==> src/rtl/inst_package.sv <==
// Instruction-set definitions shared by the writeback stage and its scoreboard.
package inst_package;

  // Opcode field of one 32-bit slot.
  localparam int OPC_LSB = 26;
  localparam int OPC_W   = 6;
  localparam int SLOT_W  = 32;

  typedef enum logic [5:0] {
    OP_NOP    = 6'd0,
    OP_LOAD   = 6'd1,
    OP_STORE  = 6'd2,
    OP_ADD    = 6'd3,
    OP_SUB    = 6'd4,
    OP_AND    = 6'd5,
    OP_OR     = 6'd6,
    OP_BRANCH = 6'd7,
    OP_ADDI   = 6'd8
  } opcode_t;

  // One scoreboard entry: an in-flight load destination.
  typedef struct packed {
    logic       vld;
    logic [4:0] rt;
  } sb_entry_t;

  // True for opcodes whose result lands in register rt.
  function automatic logic writes_rt(input opcode_t op);
    case (op)
      OP_LOAD, OP_ADD, OP_SUB, OP_AND, OP_OR, OP_ADDI: writes_rt = 1'b1;
      default:                                         writes_rt = 1'b0;
    endcase
  endfunction

endpackage

==> src/rtl/wb_stage_load_scoreboard.sv <==
// Tracks in-flight loads per slot until their writeback has landed and
// flags decode when one of its source registers still waits on one.
module load_scoreboard
  import inst_package::*;
#(
  parameter int MEM_LATENCY = 3
) (
  input  logic        clk,
  input  logic        rst,
  input  logic        interlock,
  input  logic        u_ld_issue,
  input  logic [4:0]  u_ld_rt,
  input  logic        l_ld_issue,
  input  logic [4:0]  l_ld_rt,
  input  logic [19:0] id_rs,
  output logic        load_hazard
);

  // One extra entry covers the cycle in which the register-file write lands.
  localparam int DEPTH = MEM_LATENCY + 1;

  sb_entry_t r_u_chain [DEPTH];
  sb_entry_t r_l_chain [DEPTH];
  logic      w_hazard;

  // Shift chains advance only on accepted edges; interlock freezes the countdown.
  always_ff @(posedge clk or posedge rst) begin
    if (rst) begin
      for (int i = 0; i < DEPTH; i++) begin
        r_u_chain[i] <= '0;
        r_l_chain[i] <= '0;
      end
    end else if (!interlock) begin
      r_u_chain[0] <= '{vld: u_ld_issue && (u_ld_rt != 5'd0), rt: u_ld_rt};
      r_l_chain[0] <= '{vld: l_ld_issue && (l_ld_rt != 5'd0), rt: l_ld_rt};
      for (int i = 1; i < DEPTH; i++) begin
        r_u_chain[i] <= r_u_chain[i-1];
        r_l_chain[i] <= r_l_chain[i-1];
      end
    end
  end

  // Compare every nonzero decode source against issuing loads and live chain entries.
  always_comb begin
    w_hazard = 1'b0;
    for (int s = 0; s < 4; s++) begin
      logic [4:0] rs;
      rs = id_rs[s*5 +: 5];
      if (rs != 5'd0) begin
        if (u_ld_issue && (u_ld_rt == rs)) w_hazard = 1'b1;
        if (l_ld_issue && (l_ld_rt == rs)) w_hazard = 1'b1;
        for (int i = 0; i < DEPTH; i++) begin
          if (r_u_chain[i].vld && (r_u_chain[i].rt == rs)) w_hazard = 1'b1;
          if (r_l_chain[i].vld && (r_l_chain[i].rt == rs)) w_hazard = 1'b1;
        end
      end
    end
  end

  // Reset forces the stall off at once, even while an issue input is still high.
  assign load_hazard = w_hazard && !rst;

endmodule

==> src/rtl/wb_stage.sv <==
// Writeback stage for the dual-issue pipeline: selects write sources for
// both register-file ports, counts retired slots and hosts the load scoreboard.
module wb_stage
  import inst_package::*;
#(
  parameter int MEM_LATENCY = 3
) (
  input  logic        clk,
  input  logic        rst,
  input  logic        interlock,
  input  logic [31:0] pc,
  input  logic [63:0] inst,
  input  logic [4:0]  u_rt,
  input  logic [4:0]  l_rt,
  input  logic [31:0] mem_douta,
  input  logic [31:0] mem_doutb,
  input  logic [31:0] u_alu,
  input  logic [31:0] l_alu,
  input  logic        u_ld_issue,
  input  logic        l_ld_issue,
  input  logic [4:0]  u_ld_rt,
  input  logic [4:0]  l_ld_rt,
  input  logic [19:0] id_rs,
  output logic        load_hazard,
  output logic        u_we,
  output logic        l_we,
  output logic [4:0]  u_waddr,
  output logic [4:0]  l_waddr,
  output logic [31:0] u_wdata,
  output logic [31:0] l_wdata,
  output logic [31:0] retired_pc,
  output logic [31:0] retire_count
);

  opcode_t     w_u_op;
  opcode_t     w_l_op;
  logic        w_u_wr;
  logic        w_l_wr;
  logic        w_u_we;
  logic [31:0] w_u_wdata;
  logic [31:0] w_l_wdata;
  logic [31:0] w_retire_inc;
  logic        w_unused;

  logic        r_u_we;
  logic        r_l_we;
  logic [4:0]  r_u_waddr;
  logic [4:0]  r_l_waddr;
  logic [31:0] r_u_wdata;
  logic [31:0] r_l_wdata;
  logic [31:0] r_retired_pc;
  logic [31:0] r_retire_count;

  assign w_u_op = opcode_t'(inst[SLOT_W+OPC_LSB +: OPC_W]);
  assign w_l_op = opcode_t'(inst[OPC_LSB +: OPC_W]);

  // Only the opcode fields matter here; the rest of the bundle was consumed upstream.
  assign w_unused = ^{inst[SLOT_W+OPC_LSB-1:SLOT_W], inst[OPC_LSB-1:0]};

  // Slot decode: write qualification, same-destination arbitration and source select.
  always_comb begin
    w_u_wr       = writes_rt(w_u_op) && (u_rt != 5'd0);
    w_l_wr       = writes_rt(w_l_op) && (l_rt != 5'd0);
    // The lower slot is younger, so it owns a shared destination.
    w_u_we       = w_u_wr && !(w_l_wr && (u_rt == l_rt));
    w_u_wdata    = (w_u_op == OP_LOAD) ? mem_douta : u_alu;
    w_l_wdata    = (w_l_op == OP_LOAD) ? mem_doutb : l_alu;
    w_retire_inc = 32'(w_u_op != OP_NOP) + 32'(w_l_op != OP_NOP);
  end

  // Write-port and retire registers; a stalled edge drops the enables but holds the rest.
  always_ff @(posedge clk or posedge rst) begin
    if (rst) begin
      r_u_we         <= 1'b0;
      r_l_we         <= 1'b0;
      r_u_waddr      <= '0;
      r_l_waddr      <= '0;
      r_u_wdata      <= '0;
      r_l_wdata      <= '0;
      r_retired_pc   <= '0;
      r_retire_count <= '0;
    end else if (interlock) begin
      r_u_we <= 1'b0;
      r_l_we <= 1'b0;
    end else begin
      r_u_we         <= w_u_we;
      r_l_we         <= w_l_wr;
      r_u_waddr      <= u_rt;
      r_l_waddr      <= l_rt;
      r_u_wdata      <= w_u_wdata;
      r_l_wdata      <= w_l_wdata;
      r_retired_pc   <= pc;
      r_retire_count <= r_retire_count + w_retire_inc;
    end
  end

  assign u_we         = r_u_we;
  assign l_we         = r_l_we;
  assign u_waddr      = r_u_waddr;
  assign l_waddr      = r_l_waddr;
  assign u_wdata      = r_u_wdata;
  assign l_wdata      = r_l_wdata;
  assign retired_pc   = r_retired_pc;
  assign retire_count = r_retire_count;

  load_scoreboard #(
    .MEM_LATENCY (MEM_LATENCY)
  ) u_load_scoreboard (
    .clk         (clk),
    .rst         (rst),
    .interlock   (interlock),
    .u_ld_issue  (u_ld_issue),
    .u_ld_rt     (u_ld_rt),
    .l_ld_issue  (l_ld_issue),
    .l_ld_rt     (l_ld_rt),
    .id_rs       (id_rs),
    .load_hazard (load_hazard)
  );

endmodule

==> config.mk <==
export PLATFORM = sky130hd
export DESIGN_NAME = wb_stage
export DESIGN_NICKNAME = d
export VERILOG_FILES = /design/src/rtl/inst_package.sv /design/src/rtl/wb_stage_load_scoreboard.sv /design/src/rtl/wb_stage.sv
export SDC_FILE = /design/constraint.sdc
export NUM_CORES = 1
export LEC_CHECK = 0
export BUFFER_PORTS_ARGS = -buffer_cell sky130_fd_sc_hd__buf_2
export CAP_MARGIN = 20
export CORE_AREA = 2 2 160 162
export CTS_CLUSTER_SIZE = 12
export DETAILED_ROUTE_END_ITERATION = 10
export DIE_AREA = 0 0 162 164
export HOLD_SLACK_MARGIN = 0.03
export PLACE_DENSITY = 0.71
export RECOVER_POWER = 100
export SYNTH_ARGS = -nofsm -noshare
export SYNTH_HDL_FRONTEND = slang
export SYNTH_HIERARCHICAL = 1
export SYNTH_SLANG_ARGS = --single-unit
==> constraint.sdc <==
create_clock -name clk -period 4.8 [get_ports clk]
set_input_delay 0.24 -clock clk [delete_from_list [all_inputs] [get_ports clk]]
set_output_delay 0.24 -clock clk [all_outputs]
set_load 0.01 [all_outputs]
* Word level (Yosys, flattened, before mapping)
Cells that the tools add are included.
Storage, ports and cells: input bits 269, flip-flop bits (word level) 188, word-level logic and storage cells 190
Operators by class: reductions and logical operators 61, eq/ne operators 53, multiplexer cells 50, add/sub/neg operators 2
Operators by type and width (number):
- 5-bit == test | 41
- 32-bit two-way mux | 2
- 1-bit two-way mux | 48
- 1-bit logical AND | 47
- 5-bit nonzero test | 8
- 6-bit by 3-bit == test with 1-bit output, second input constant | 6
- 32-bit by 2-bit adder with 32-bit output | 1
- 6-bit by 1-bit == test with 1-bit output, second input constant | 2
- 6-bit by 2-bit == test with 1-bit output, second input constant | 2
- 6-bit by 4-bit == test with 1-bit output, second input constant | 2
- 6-bit nonzero test | 2
- 6-bit OR reduction | 2
- 1-bit by 1-bit adder with 2-bit output | 1
- 1-bit logical NOT | 2

* Logic depth before layout (Yosys ltp)
depth in word-level cells 47, gate-level depth with buffers 12, mapped depth without buffers 11

* Modules after synthesis
Netlist, hierarchy kept.
Modules (own cells, without submodules):
- wb_stage | sequential area each 3503.4 µm², area an instance 6343.6 µm², instances 1, cells an instance 608
- load_scoreboard | sequential area each 1201.2 µm², area an instance 4570.6 µm², instances 1, cells an instance 476

* Worst setup path after synthesis
No wires, ideal clock.
path type input-to-reg, from input port inst[58], to register r_retire_count[15] (netlist: retire_count[15]), setup slack 2.314 ns, arrival 2.407 ns, library setup time 0.079 ns, stages 9, data required time 4.721 ns, buffers on the path 2, path through buf_1 clkbuf_1 nor2b_1 fa_1 or3b_4 nor4_4 nand4_1 nor2_1 xor2_1
On the way: cells in the longest elaborated chain, start to end 3
RTL lines:
- start, declared | line wb_stage.sv:12 | input logic [63:0] inst,
- 6-bit nonzero test | line wb_stage.sv:68 | w_retire_inc = 32'(w_u_op != OP_NOP) + 32'(w_l_op != OP_NOP);
- 1-bit by 1-bit adder with 2-bit output | line wb_stage.sv:68
- 32-bit by 2-bit adder with 32-bit output | line wb_stage.sv:93 | r_retire_count <= r_retire_count + w_retire_inc;
- end signal, assigned | line wb_stage.sv:93
- end, declared | line wb_stage.sv:52 | logic [31:0] r_retire_count;
No other way between the ends. A chain may end at the register's enable or synchronous reset.

* Worst setup path in the final report
from input port interlock, to register r_u_waddr[3] (netlist: u_waddr[3])
RTL lines:
- start, declared | line wb_stage.sv:10 | input logic interlock,
- end signal, assigned | line wb_stage.sv:88 | r_u_waddr <= u_rt;
- end, declared | line wb_stage.sv:47 | logic [4:0] r_u_waddr;
No word-level cell between the ends.

==> flow_summary_export.csv <==
group,metric,value,unit
grt,grt_pass1_wl,55700,um
placement,dpl.hpwl,25600,um
placement,gp_congestion,0.870,
cells_and_area,nets,1705,
cts,numCtsBuffers,17,
grt,grt_max_degree,104,
drt,detail-route-antenna-nets,0,
cts,cts.clk_slew.worst_paths,80,ps
drt,wl_per_cell,20.6,um
sta,worst_slew_pin_slew,3050,ps
cts,ctsLongestPathBuffers,2,
drt,first_iter_violations,704,
sta,slew_violations,263,
drt,via_per_inst,5.39,
floorplan,start_util,0.440,
flow_run,max_cap_viol_count,4,
cells_and_area,nFillCells,2224,
floorplan,io_pins,410,
drt,wirelength,36700,um
setup_path,worst_setup_path_start_kind,"input port",
yosys,ys.flop_type,"dfrtp_1",
sta,finalSetupViolations,0,
worst_hold_path,min-delay-path-class,"in2reg",
run_status,status,"finished with violations",
cells_and_area,area_delta_synth_final,26.1,%
yosys,ys_seq_area_frac,0.431,
cts,cts_tree,"yes",
sta,final.period_utilization,0.626,
sta,rsz0062_at_grt,"no",
grt,track_usage,0.273,
yosys,synth_nets,1355,
floorplan,coreArea,24800,um^2
setup_path,cpPeakStageDelay,2210,ps
grt,grt_pass1_vias,9878,
floorplan,num_rows,58,
yosys,yosys_warnings,6,
floorplan,die_y,164,um
setup_path,arrival,3320,ps
pwr,power_density,334,nW/um^2
drt,drt_first_pass_iters,5,
grt,grt_antenna_before_repair,7,
cells_and_area,final_layout_size_suffix_gt1_frac,0.238,
sta,max_freq,333,MHz
setup_path,crit_fanout,75,
setup_path,crit_buf_inv,2,
yosys,netlist_area,10900,um^2
floorplan,die_area,26600,um^2
drt,drc_errors,0,
setup_path,worstSetupPathType,"in2reg",
sta,hold_viol_final,0,
run_status,violations,"capacitance limit, slew limit",
pwr,vdd_ir_drop_max,0.201,mV
grt,gr-total-overflow,0,
yosys,syn_inst,1084,
drt,num_vias,9617,
cts,cts-root-buf,"clkbuf_16",
cells_and_area,multi_input_area,5540,um^2
setup_path,cp.required,5110,ps
yosys,synth_seq_cells,188,
yosys,yosysUniqueCellTypes,48,
yosys,async_flop_share,1.00,
cts,htreeDepth,4,
setup_path,critPathTopFamily,"buffers and inverters",
cts,clkSinkCount,188,
yosys,postSynthAreaPerCell,10.1,um^2
pwr,cellLeakagePower,6.04,nW
pwr,power.total,0.00460,W
sta,fin_tns_setup,0,ps
sta,relSlewSlack,-1.04,
cells_and_area,final_common_cell,"buf_2",
sta,finClkSkew,16.9,ps
cells_and_area,layout_common_cells,"buf_2 (214), dfrtp_1 (188), xor2_1 (175)",
cts,clk_latency,440,ps
cells_and_area,regArea,4700,um^2
placement,port_buffers,357,
setup_path,slowest_stage,"clkbuf_1",
setup_path,worstSetupEndpointType,"flop",
floorplan,die_w,162,um
setup_path,cp_cell_sequence,"buf_6, clkbuf_1, mux2_2",
yosys,synth_edf_count,0,
sta,min_period,3010,ps
[cell type report]
class / count / share of cell area
sequential: 188 / 0.342
multi-input combinational: 778 / 0.402
timing repair buffer: 442 / 0.176
clock buffer: 17 / 0.0309
tap: 330 / 0.0300
antenna: 6 / 0.00109
inverter: 7 / 0.00227
clock inverter: 15 / 0.0159
[worst paths after layout]
kind                                   from          endpoint  slack [ps]  cells after the start
setup / recovery                  interlock        u_waddr[3]        1790                      3
min in group asynchronous               rst       l_wdata[19]          90                      2
setup reg to reg            retire_count[0]  retire_count[15]        2230                      7
hold / removal                       pc[26]    retired_pc[26]          50                      2
hold reg to reg            retire_count[31]  retire_count[31]         500                      1
max in group asynchronous               rst        u_wdata[0]        2140                      3
[cell usage after synthesis, types with 12 or more instances]
library cell | count | area, um^2
a21oi_1 | 114 | 571
mux2_2 | 89 | 1000
nor2_1 | 13 | 48.8
buf_2 | 25 | 125
nor4_1 | 41 | 257
xnor2_1 | 62 | 543
nand2_1 | 90 | 338
nand4_1 | 13 | 81.3
a31oi_1 | 24 | 150
clkbuf_1 | 50 | 188
buf_6 | 12 | 135
dfrtp_1 | 188 | 4700
nor2b_1 | 66 | 413
nand3_1 | 29 | 145
xor2_1 | 175 | 1530
[worst reg2reg max path, cell delays in order (launching register included)]
cell,delay [ps]
dfrtp_1,360
inv_1,70
fa_1,480
or3b_1,460
nor4_1,590
nand4_1,230
nor2_1,170
xor2_1,150
[routing by layer]
| layer | vias to the layer above | wire length (um) | GRT usage |
|---|---|---|---|
| li1 | 4347 | - | - |
| met1 | 4725 | 14000 | 0.331 |
| met2 | 449 | 18400 | 0.465 |
| met3 | 94 | 2740 | 0.0639 |
| met4 | 2 | 1540 | 0.123 |
| met5 | - | 7 | 0 |
[cell families after synthesis]
| logic type | share of synthesized area |
|---|---|
| AND/OR/NAND/NOR | 0.152 |
| XOR/XNOR | 0.190 |
| flip-flops | 0.431 |
| AO/OA/AOI/OAI | 0.0744 |
| buffers and inverters | 0.0562 |
| multiplexers | 0.0927 |
| adder cells (fa/ha/maj) | 0.00298 |
[stage by stage]
stage          hold WS (ps)  cells  setup WS [ps]  area [um^2]   util
2_1_floorplan           369   1084            807        10900      -
3_3_place_gp            470   1667           2210        12600  0.507
3_5_place_dp            476   1668           2160        12600  0.508
4_1_cts                31.9   1777           2190        14000  0.565
5_1_grt                32.4   1783           1400        13800  0.555
6_report               52.5   1783           1790        13800  0.555
[state kept, by name (all words and copies together) (netlist names), 5 cells and up]
| register | cells |
|---|---|
| l_wdata | 32 |
| retire_count | 32 |
| retired_pc | 32 |
| u_wdata | 32 |
| u_load_scoreboard/r_l_chain | 24 |
| u_load_scoreboard/r_u_chain | 24 |
| l_waddr | 5 |
| u_waddr | 5 |
[power by group]
group	switching, W	total (W)	internal, W
sequential	0.000254	0.00202	0.00177
clock	0.000786	0.00152	0.000734
combinational	0.000559	0.00106	0.000502
total	0.00160	0.00460	0.00300
[what timing repair did]
item                      in CTS  in global routing
buffers inserted               0                  0
gates resized for setup        0                  0
hold buffers                  77                  0
hold endpoints to repair      77                  0
Power figures use the tool's default switching activity.
